===== src/rtl/platform_scroller_if.sv =====
// Platform scroller bus: view-update request, collision report and slot outputs.
// master drives newView/minY/hasCollide/collisionIdx; slave drives slot state, busy, updateDone.
interface platform_scroller_if #(
    parameter int NUM_BLOCKS = 16,
    parameter int COORD_W    = 32,
    parameter int IDX_W      = $clog2(NUM_BLOCKS)
);
    logic                          newView;
    logic [COORD_W-1:0]            minY;
    logic                          hasCollide;
    logic [IDX_W-1:0]              collisionIdx;
    logic [NUM_BLOCKS*COORD_W-1:0] blocksX;
    logic [NUM_BLOCKS*COORD_W-1:0] blocksY;
    logic [NUM_BLOCKS-1:0]         isBlockActive;
    logic [NUM_BLOCKS-1:0]         isBreakable;
    logic                          busy;
    logic                          updateDone;

    modport master (
        output newView, minY, hasCollide, collisionIdx,
        input  blocksX, blocksY, isBlockActive, isBreakable,
        input  busy, updateDone
    );

    modport slave (
        input  newView, minY, hasCollide, collisionIdx,
        output blocksX, blocksY, isBlockActive, isBreakable,
        output busy, updateDone
    );
endinterface


===== src/rtl/platform_scroller.sv =====
// Platform slot pool: recycles slots below the view to above the top platform, one slot per clock.
// Ports: clk, reset (async active-low), bus (platform_scroller_if.slave). Option: MOVING_PLATFORMS_EN.
module platform_scroller #(
    parameter int          SCREEN_WIDTH  = 400,
    parameter int          SCREEN_HEIGHT = 700,
    parameter int          BLOCK_WIDTH   = 40,
    parameter int          BLOCK_HEIGHT  = 5,
    parameter int          NUM_BLOCKS    = 16,
    parameter int          COORD_W       = 32,
    parameter int          IDX_W         = $clog2(NUM_BLOCKS),
    parameter int          ROW_GAP       = 44,
    parameter logic [15:0] LFSR_SEED     = 16'hACE1,
    parameter int          MOVE_STEP     = 4
) (
    input logic                clk,
    input logic                reset,
    platform_scroller_if.slave bus
);

    localparam int BLOCK_IN_WIDTH = SCREEN_WIDTH / BLOCK_WIDTH;
    localparam int SLOT_W         = $clog2(NUM_BLOCKS);

    if (LFSR_SEED == 16'h0 || BLOCK_IN_WIDTH < 1 ||
        SCREEN_HEIGHT < BLOCK_HEIGHT || MOVE_STEP >= SCREEN_WIDTH) begin : g_cfg_err
        $error("platform_scroller: invalid configuration");
    end

    typedef enum logic [1:0] {
        IDLE,
        SCAN,
        DONE
    } state_t;

    state_t state_q;
    state_t state_n;
    logic   busy_q;
    logic   busy_n;
    logic   done_q;
    logic   done_n;

    logic [COORD_W-1:0]    x_q [NUM_BLOCKS];
    logic [COORD_W-1:0]    y_q [NUM_BLOCKS];
    logic [NUM_BLOCKS-1:0] act_q;
    logic [NUM_BLOCKS-1:0] brk_q;
    logic [COORD_W-1:0]    top_q;
    logic [COORD_W-1:0]    miny_q;
    logic [15:0]           lfsr_q;
    logic [SLOT_W-1:0]     ptr_q;

    logic                  last_slot;
    logic                  rec_hit;
    logic [COORD_W-1:0]    new_top;
    logic [COORD_W-1:0]    rec_x;
    logic [15:0]           lfsr_nx;
    logic                  coll_ok;
    logic [SLOT_W-1:0]     coll_slot;
    logic [NUM_BLOCKS-1:0] coll_mask;

    // ---------------- FSM ----------------
    always_ff @(posedge clk or negedge reset) begin
        if (!reset) begin
            state_q <= IDLE;
            busy_q  <= 1'b0;
            done_q  <= 1'b0;
        end else begin
            state_q <= state_n;
            busy_q  <= busy_n;
            done_q  <= done_n;
        end
    end

    assign last_slot = (ptr_q == SLOT_W'(NUM_BLOCKS - 1));

    always_comb begin
        state_n = state_q;
        unique case (state_q)
            IDLE:    if (bus.newView) state_n = SCAN;
            SCAN:    if (last_slot) state_n = DONE;
            DONE:    state_n = IDLE;
            default: state_n = IDLE;
        endcase
    end

    // Outputs are registered: decode the state being entered.
    always_comb begin
        busy_n = (state_n != IDLE);
        done_n = (state_n == DONE);
    end

    // ---------------- slot datapath ----------------
    assign new_top = top_q + COORD_W'(ROW_GAP);
    assign rec_x   = COORD_W'(lfsr_q % 16'(BLOCK_IN_WIDTH))
                   * COORD_W'(BLOCK_WIDTH);
    // Fibonacci form of x^16+x^14+x^13+x^11+1, shifting right.
    assign lfsr_nx = {lfsr_q[0] ^ lfsr_q[2] ^ lfsr_q[3] ^ lfsr_q[5],
                      lfsr_q[15:1]};
    assign rec_hit = (state_q == SCAN) && (y_q[ptr_q] < miny_q);

    assign coll_ok   = (int'(bus.collisionIdx) < NUM_BLOCKS);
    assign coll_slot = SLOT_W'(bus.collisionIdx);

    always_comb begin
        coll_mask = '0;
        if (bus.hasCollide && coll_ok)
            coll_mask[coll_slot] = act_q[coll_slot] & brk_q[coll_slot];
    end

`ifdef MOVING_PLATFORMS_EN
    localparam logic [COORD_W-1:0] X_MAX = COORD_W'(SCREEN_WIDTH - BLOCK_WIDTH);
    localparam logic [COORD_W-1:0] STEP  = COORD_W'(MOVE_STEP);

    // dir_q: 0 moves right (+), 1 moves left (-)
    logic [NUM_BLOCKS-1:0] dir_q;
    logic [NUM_BLOCKS-1:0] mv_en;
    logic [NUM_BLOCKS-1:0] mv_dir;
    logic [COORD_W-1:0]    mv_x [NUM_BLOCKS];

    // Reaching a wall clamps there and reverses for the next view.
    always_comb begin
        for (int i = 0; i < NUM_BLOCKS; i++) begin
            mv_en[i]  = (i % 2 == 1) && act_q[i] && !brk_q[i];
            mv_x[i]   = x_q[i];
            mv_dir[i] = dir_q[i];
            if (!dir_q[i]) begin
                if (x_q[i] + STEP >= X_MAX) begin
                    mv_x[i]   = X_MAX;
                    mv_dir[i] = 1'b1;
                end else begin
                    mv_x[i] = x_q[i] + STEP;
                end
            end else begin
                if (x_q[i] <= STEP) begin
                    mv_x[i]   = '0;
                    mv_dir[i] = 1'b0;
                end else begin
                    mv_x[i] = x_q[i] - STEP;
                end
            end
        end
    end
`endif

    always_ff @(posedge clk or negedge reset) begin
        if (!reset) begin
            for (int i = 0; i < NUM_BLOCKS; i++) begin
                x_q[i] <= COORD_W'(((i * 3) % BLOCK_IN_WIDTH) * BLOCK_WIDTH);
                y_q[i] <= COORD_W'(i * ROW_GAP);
            end
            act_q  <= '1;
            brk_q  <= '0;
            top_q  <= COORD_W'((NUM_BLOCKS - 1) * ROW_GAP);
            miny_q <= '0;
            lfsr_q <= LFSR_SEED;
            ptr_q  <= '0;
`ifdef MOVING_PLATFORMS_EN
            dir_q  <= '0;
`endif
        end else begin
            if (state_q == IDLE && bus.newView) begin
                miny_q <= bus.minY;
                ptr_q  <= '0;
            end else if (state_q == SCAN) begin
                ptr_q <= ptr_q + SLOT_W'(1);
            end

            if (rec_hit) begin
                top_q  <= new_top;
                lfsr_q <= lfsr_nx;
            end

            // A recycle on the collided slot wins and leaves it active.
            for (int i = 0; i < NUM_BLOCKS; i++) begin
                if (rec_hit && ptr_q == SLOT_W'(i)) begin
                    y_q[i]   <= new_top;
                    x_q[i]   <= rec_x;
                    brk_q[i] <= lfsr_q[0];
                    act_q[i] <= 1'b1;
`ifdef MOVING_PLATFORMS_EN
                    dir_q[i] <= 1'b0;
`endif
                end else begin
                    if (coll_mask[i])
                        act_q[i] <= 1'b0;
`ifdef MOVING_PLATFORMS_EN
                    if (state_q == DONE && mv_en[i]) begin
                        x_q[i]   <= mv_x[i];
                        dir_q[i] <= mv_dir[i];
                    end
`endif
                end
            end
        end
    end

    // ---------------- output packing ----------------
    logic [NUM_BLOCKS*COORD_W-1:0] x_flat;
    logic [NUM_BLOCKS*COORD_W-1:0] y_flat;

    always_comb begin
        x_flat = '0;
        y_flat = '0;
        for (int i = 0; i < NUM_BLOCKS; i++) begin
            x_flat[i*COORD_W +: COORD_W] = x_q[i];
            y_flat[i*COORD_W +: COORD_W] = y_q[i];
        end
    end

    assign bus.blocksX       = x_flat;
    assign bus.blocksY       = y_flat;
    assign bus.isBlockActive = act_q;
    assign bus.isBreakable   = brk_q;
    assign bus.busy          = busy_q;
    assign bus.updateDone    = done_q;

endmodule

===== src/flat_wrapper.sv =====
// flat-port wrapper written by rule: the top's interface ports become plain ports
module platform_scroller_flat 
#(
    parameter int          SCREEN_WIDTH  = 400,
    parameter int          SCREEN_HEIGHT = 700,
    parameter int          BLOCK_WIDTH   = 40,
    parameter int          BLOCK_HEIGHT  = 5,
    parameter int          NUM_BLOCKS    = 16,
    parameter int          COORD_W       = 32,
    parameter int          IDX_W         = $clog2(NUM_BLOCKS),
    parameter int          ROW_GAP       = 44,
    parameter logic [15:0] LFSR_SEED     = 16'hACE1,
    parameter int          MOVE_STEP     = 4
)
  (clk, reset, bus_newView, bus_minY, bus_hasCollide, bus_collisionIdx, bus_blocksX, bus_blocksY, bus_isBlockActive, bus_isBreakable, bus_busy, bus_updateDone);
  platform_scroller_if #(.NUM_BLOCKS(NUM_BLOCKS), .COORD_W(COORD_W), .IDX_W(IDX_W)) bus_i ();
  input logic clk;
  input logic reset;
  input wire logic [$bits(bus_i.newView)-1:0] bus_newView;
  input wire logic [$bits(bus_i.minY)-1:0] bus_minY;
  input wire logic [$bits(bus_i.hasCollide)-1:0] bus_hasCollide;
  input wire logic [$bits(bus_i.collisionIdx)-1:0] bus_collisionIdx;
  output wire logic [$bits(bus_i.blocksX)-1:0] bus_blocksX;
  output wire logic [$bits(bus_i.blocksY)-1:0] bus_blocksY;
  output wire logic [$bits(bus_i.isBlockActive)-1:0] bus_isBlockActive;
  output wire logic [$bits(bus_i.isBreakable)-1:0] bus_isBreakable;
  output wire logic [$bits(bus_i.busy)-1:0] bus_busy;
  output wire logic [$bits(bus_i.updateDone)-1:0] bus_updateDone;
  assign bus_i.newView = bus_newView;
  assign bus_i.minY = bus_minY;
  assign bus_i.hasCollide = bus_hasCollide;
  assign bus_i.collisionIdx = bus_collisionIdx;
  assign bus_blocksX = bus_i.blocksX;
  assign bus_blocksY = bus_i.blocksY;
  assign bus_isBlockActive = bus_i.isBlockActive;
  assign bus_isBreakable = bus_i.isBreakable;
  assign bus_busy = bus_i.busy;
  assign bus_updateDone = bus_i.updateDone;
  platform_scroller #(.SCREEN_WIDTH(SCREEN_WIDTH), .SCREEN_HEIGHT(SCREEN_HEIGHT), .BLOCK_WIDTH(BLOCK_WIDTH), .BLOCK_HEIGHT(BLOCK_HEIGHT), .NUM_BLOCKS(NUM_BLOCKS), .COORD_W(COORD_W), .IDX_W(IDX_W), .ROW_GAP(ROW_GAP), .LFSR_SEED(LFSR_SEED), .MOVE_STEP(MOVE_STEP)) u_core (.clk(clk), .reset(reset), .bus(bus_i));
endmodule

===== config.mk =====
export PLATFORM = sky130hd
export DESIGN_NAME = platform_scroller_flat
export DESIGN_NICKNAME = d
export VERILOG_FILES = /design/src/rtl/platform_scroller_if.sv /design/src/rtl/platform_scroller.sv /design/src/flat_wrapper.sv
export SDC_FILE = /design/constraint.sdc
export NUM_CORES = 2
export LEC_CHECK = 0
export BUFFER_PORTS_ARGS = -buffer_cell sky130_fd_sc_hd__buf_2
export CAP_MARGIN = 20
export CELL_PAD_IN_SITES_DETAIL_PLACEMENT = 0
export CELL_PAD_IN_SITES_GLOBAL_PLACEMENT = 1
export CORE_AREA = 3 3 420 422
export CTS_CLUSTER_DIAMETER = 60
export DETAILED_ROUTE_END_ITERATION = 10
export DIE_AREA = 0 0 423 425
export PLACE_DENSITY_LB_ADDON = 0.1
export REMOVE_ABC_BUFFERS = 1
export SYNTH_ARGS = -nofsm -noshare
export SYNTH_HDL_FRONTEND = slang
export SYNTH_SLANG_ARGS = --single-unit

===== constraint.sdc =====
create_clock -name clk -period 14.7 [get_ports clk]
set_input_delay 0.735 -clock clk [delete_from_list [all_inputs] [get_ports clk]]
set_output_delay 0.735 -clock clk [all_outputs]
set_load 0.05 [all_outputs]

Word-level counts from Yosys, hierarchy flattened:

Index checks and enable logic that the tools add are counted.

* register bits after elaboration: 1096
* input port bits: 40
* word-level logic and storage cells: 188
* output and inout port bits: 1058

* div/mod/pow operators: 1
* bitwise gates (word level): 6
* order comparisons: 4
* $add $sub $neg: 2
* reductions and logical operators: 39
* equal/unequal tests: 17
* multiply operators: 1
* muxes and demuxes: 47

Operators with widths (number)
* $bmux W32 S4: 1
* $mux W32: 2
* $reduce_bool A2 Y1: 18
* $mux W1: 35
* $add A32 B6 Y32 const B: 1
* $eq A4 B4 Y1 const B: 8
* $lt A32 B32 Y1: 1
* $mod A16 B4 Y32 const B: 1
* $mul A32 B3 Y29 const B: 1
* $logic_and A1 B1 Y1: 19
* $and A16 B16 Y16: 1
* $eq A4 B3 Y1 const B: 4
* $mux W16: 1
* $bmux W1 S4: 2
* $eq A4 B2 Y1 const B: 2
* $mux W4: 2
* $ge A5 B5 Y1 const B: 1
* $lt A4 B5 Y1 const B: 1
* $not A4 Y5: 1
* $add A4 B1 Y4 const B: 1
* $demux W1 S4: 1
* $eq A4 B1 Y1 const B: 1
* $ge A4 B1 Y1 const B: 1
* $logic_not A4 Y1: 1
* 7 further kinds: 10

Depth between registers and ports, before layout:

* depth in word-level cells: 8
* depth in mapped cells: 73
* mapped depth without buffers: 62

Worst setup path before layout:

OpenSTA, ideal clock, no wires.

* kind: flip-flop to flip-flop
* start point: register u_core.lfsr_q[14]
* end point: register u_core.x_q (netlist bit u_core.bus.blocksX[126])
* library setup time: 133 ps
* data required time: 14567 ps
* cell stages (with the launch flop): 68
* period minus slack after synthesis: 14134 ps
* data arrival time: 14001 ps
* setup slack: 566 ps
* cell sequence: dfrtp_1 -> buf_2 -> nor2_2 -> inv_1 -> ha_1 -> and4bb_2 -> a211oi_2 -> a211oi_1 -> a22oi_1 -> o22a_1 -> nor3_2 -> xnor2_1 -> clkbuf_1 -> nand3_1 -> a211o_1 -> a41oi_1 -> nor3_4 -> a211o_2 -> [... 32 more ...] -> o21ai_0 -> and2_1 -> o21ai_0 -> nand2_1 -> a21oi_1 -> o21ai_0 -> a21o_1 -> nand2_1 -> a21oi_1 -> o21ai_0 -> nand2_1 -> a21oi_1 -> o21bai_1 -> a21o_1 -> a21oi_1 -> xor2_1 -> clkbuf_1 -> o21ai_0

* word-level cells in the longest chain between the ends: 2

Ends and longest elaborated chain
* from (decl): RTL line platform_scroller.sv:47 `logic [15:0] lfsr_q;`
* from (signal assigned): RTL line platform_scroller.sv:168 `lfsr_q <= lfsr_nx;`
* $mod A16 B4 Y32: RTL line platform_scroller.sv:92 `assign rec_x = COORD_W'(lfsr_q % 16'(BLOCK_IN_WIDTH))`
* $mul A32 B3 Y29: RTL line platform_scroller.sv:93 `* COORD_W'(BLOCK_WIDTH);`
* to (signal, indexed assignment): RTL line platform_scroller.sv:146 `x_q[i] <= COORD_W'(((i * 3) % BLOCK_IN_WIDTH) * BLOCK_WIDTH);`
* to (signal, indexed assignment): RTL line platform_scroller.sv:175 `x_q[i] <= rec_x;`
* to (decl): RTL line platform_scroller.sv:41 `logic [COORD_W-1:0] x_q [NUM_BLOCKS];`

Every way passes these cells.
A chain may end at the register's enable or synchronous reset.

Worst setup path after layout:

* start point: register u_core.lfsr_q[13]
* end point: register u_core.x_q (netlist bit u_core.bus.blocksX[127])

The elaborated chain is that of the path after synthesis.

==> flow_summary.ini <==
[sta]
worst_slack_ps = 896
tightestPinTransition_ps = 1110
setup_viol = 0
timing.final.max_slew_violations = 0
relSlewSlack_pct = 25.7
period_share_pct = 93.9
hold_viol = 0
fin_crit_ps = 13800
max_freq_mhz = 72.4
clock_skew_ps = 38.3

[floorplan]
die-area_mm2 = 0.180
die_w_um = 423
start_util_pct = 28.2
io_pins = 1098
die_h_um = 425
fp-row-count = 153
core_mm2 = 0.173

[yosys]
ys_seq_area_share_pct = 54.2
netlist_instances = 4832
syn_area_mm2 = 0.0489
synth-seq-cells = 1054
synth-main-ff-cell = dfrtp_1
synth-edff-count = 0
ys_types = 113
avgSynthCellArea_um2 = 10.1
async_flop_share_pct = 100
ys_warn_count = 0

[place]
portBuffers = 1017
dp_hpwl_um = 159000
pre_cts_slack_ps = -443
place_area_mm2 = 0.0569
gp_congestion = 0.845

[min_path]
hold_start = bus_minY[29]
min_path_type = primary input to register
timing.hold.worst_path_depth = 3

[worst_setup_path]
end_kind = register
crit_path_frequent_cell = o21ai_0
crit_fanout = 10
cp-startpoint = u_core.lfsr_q[13]
rr_worst_depth = 68
slowest_stage = or4_4
worst_ep_required_time_ps = 15310
r2r_slack_ps = 900
critPathLaunchType = register
regToRegStartpoint = u_core.lfsr_q[13]
worstPathArrival_ps = 14410
max_stage_delay_ps = 580
crit_type = register to register

[detailed_routing]
drc = 0
wl_per_cell_um = 26.9
first_pass_iters = 5
dr_total_vias = 40000
totalWireLength_um = 223000
final_antenna_net_count = 0
vias_per_cell = 4.83
drtIter0Drc = 2586

[layout]
drive_gt1_share_pct = 32.7
layout.nets = 5943
syn_to_final_growth_pct = 27.3
post-route-util_pct = 35.9
final_area_mm2 = 0.0623

[clocking]
root_buffer = clkbuf_16
cts_buffer_depth = 3
cts_num_sinks = 1054
cts_tree = done
clk_pin_slew_worst_paths_ps = 60
worst_skew_pair.late_latency_ps = 780
cts_made_buffers = 136
cts_htree_levels = 4

[global_routing]
grt_remaining_overflow = 0
grt_max_degree = 166
grt_pass1_vias = 38900
grt_first_pass_wirelength_um = 314000
antenna_found_initial = 13
grt.total_usage_pct = 24.1

[outcome]
status = finished clean

[run]
drv_cap = 0
[metal layers]
| layer | GRT usage, % | wire length (um) | vias up |
|---|---|---|---|
| met5 | 0 | 13 | - |
| met4 | 8.70 | 8210 | 2 |
| met3 | 3.95 | 8980 | 268 |
| met2 | 41.7 | 112000 | 969 |
| met1 | 30.4 | 93700 | 20100 |
| li1 | - | - | 18600 |
[critical path, delay by kind of cell, from the launching register on]
family	cells	cell delay (ps)
flops	1	530
xor+xnor	2	380
simple gates	13	3580
mux	4	1020
buf+inv	9	1380
compound gates	37	5840
fa+ha+maj	3	830
[registers in the layout, summed over array words and instances (netlist names)]
register,count
u_core.state_q,2
u_core.lfsr_q,16
u_core.bus.updateDone,1
u_core.bus.isBreakable,8
u_core.bus.blocksY,480
u_core.bus.busy,1
u_core.bus.blocksX,464
u_core.ptr_q,4
u_core.top_q,30
u_core.miny_q,32
u_core.bus.isBlockActive,16
[synthesized netlist by cell type, types with 7 or more instances]
library cell / n / area [um^2]
nor3_1: 39 / 195
or2_2: 9 / 56.3
mux2_2: 46 / 518
xnor2_1: 103 / 902
nor4_1: 12 / 75.1
nor2_1: 90 / 338
buf_2: 11 / 55.1
and3_1: 26 / 163
nand4_1: 11 / 68.8
nor2b_1: 20 / 125
buf_4: 90 / 676
xor2_1: 19 / 166
o21a_1: 13 / 97.6
o211ai_1: 23 / 173
clkbuf_1: 332 / 1250
o21ai_1: 25 / 125
o21ai_0: 1017 / 5090
a21oi_1: 84 / 420
a21o_1: 10 / 75.1
buf_1: 12 / 45.0
nand2_1: 1121 / 4210
dfstp_2: 125 / 3280
mux4_2: 150 / 3380
o31ai_1: 11 / 82.6
a31oi_1: 19 / 119
nand3_1: 52 / 260
or3_1: 11 / 68.8
dfrtp_1: 929 / 23200
ha_1: 73 / 913
a211oi_1: 24 / 180
nand2b_1: 20 / 125
inv_1: 82 / 308
a21boi_0: 7 / 52.6
and2_1: 15 / 93.8
mux2i_1: 13 / 130
[path summary, 6_finish.rpt]
| check | endpoint |
|---|---|
| setup / recovery | u_core.bus.blocksX[127] |
| hold / removal | u_core.miny_q[29] |
| setup reg to reg | u_core.bus.blocksX[127] |
| hold reg to reg | u_core.bus.blocksX[419] |
| max in group asynchronous | u_core.bus.blocksX[197] |
| min in group asynchronous | u_core.bus.blocksY[169] |
[repair_timing]
item | in CTS | in global routing
resized for setup | 29 | 110
pin swaps | 9 | 41
endpoints found under the hold margin | 67 | 0
hold buffers | 1 | 0
endpoints found under the setup margin | 59 | 141
gates cloned | 1 | 1
buffers inserted | 8 | 18
[metrics by stage]
| step | setup TNS, ps | hold slack, ps | instances |
|---|---|---|---|
| 2_1_floorplan | -2385660 | 439 | 4468 |
| 3_3_place_gp | -8760 | 447 | 7985 |
| 3_5_place_dp | -9300 | 448 | 7987 |
| 4_1_cts | 0 | 76.2 | 8250 |
| 5_1_grt | -60.8 | 120 | 8270 |
| 6_report | 0 | 165 | 8274 |
[layout make-up]
class	instances	area, um^2
clock buffer	210	4000
fill	18000	111000
clock inverter	43	562
antenna	5	12.5
multi-input combinational	3327	21200
tap	2325	2910
sequential	1054	26500
inverter	87	327
timing repair buffer	1223	6750
[cells by family after synthesis]
logic type               Yosys count  share of synthesized area (%)
AO/OA/AOI/OAI                   1353                           15.5
XOR/XNOR                         124                           2.25
adder cells (fa/ha/maj)           76                           1.95
buffers and inverters            535                           4.87
flip-flops                      1054                           54.2
multiplexers                     212                           8.32
other                              1                        0.00766
AND/OR/NAND/NOR                 1477                           12.8
[cells in the final DEF (no fill, tap or decap), types with 18 or more instances in the layout]
cell,synthesis,layout
a21oi_1,84,71
dfstp_2,125,125
nor2b_1,20,19
inv_1,82,82
conb_1,1,85
nand2b_1,20,18
and3_1,26,25
clkbuf_8,0,28
o21ai_1,25,30
clkbuf_1,332,44
o21ai_0,1017,1006
nand3_1,52,47
nor3_1,39,36
buf_2,11,1016
mux2_2,46,46
o211ai_1,23,23
xnor2_1,103,90
ha_1,73,71
nor2_1,90,89
dfrtp_1,929,925
nand2_1,1121,1105
mux4_2,150,150
buf_4,90,191
clkbuf_16,0,138
Power is not shown: default switching activity piles up to over one toggle a cycle in this logic, so the estimate is an artifact.
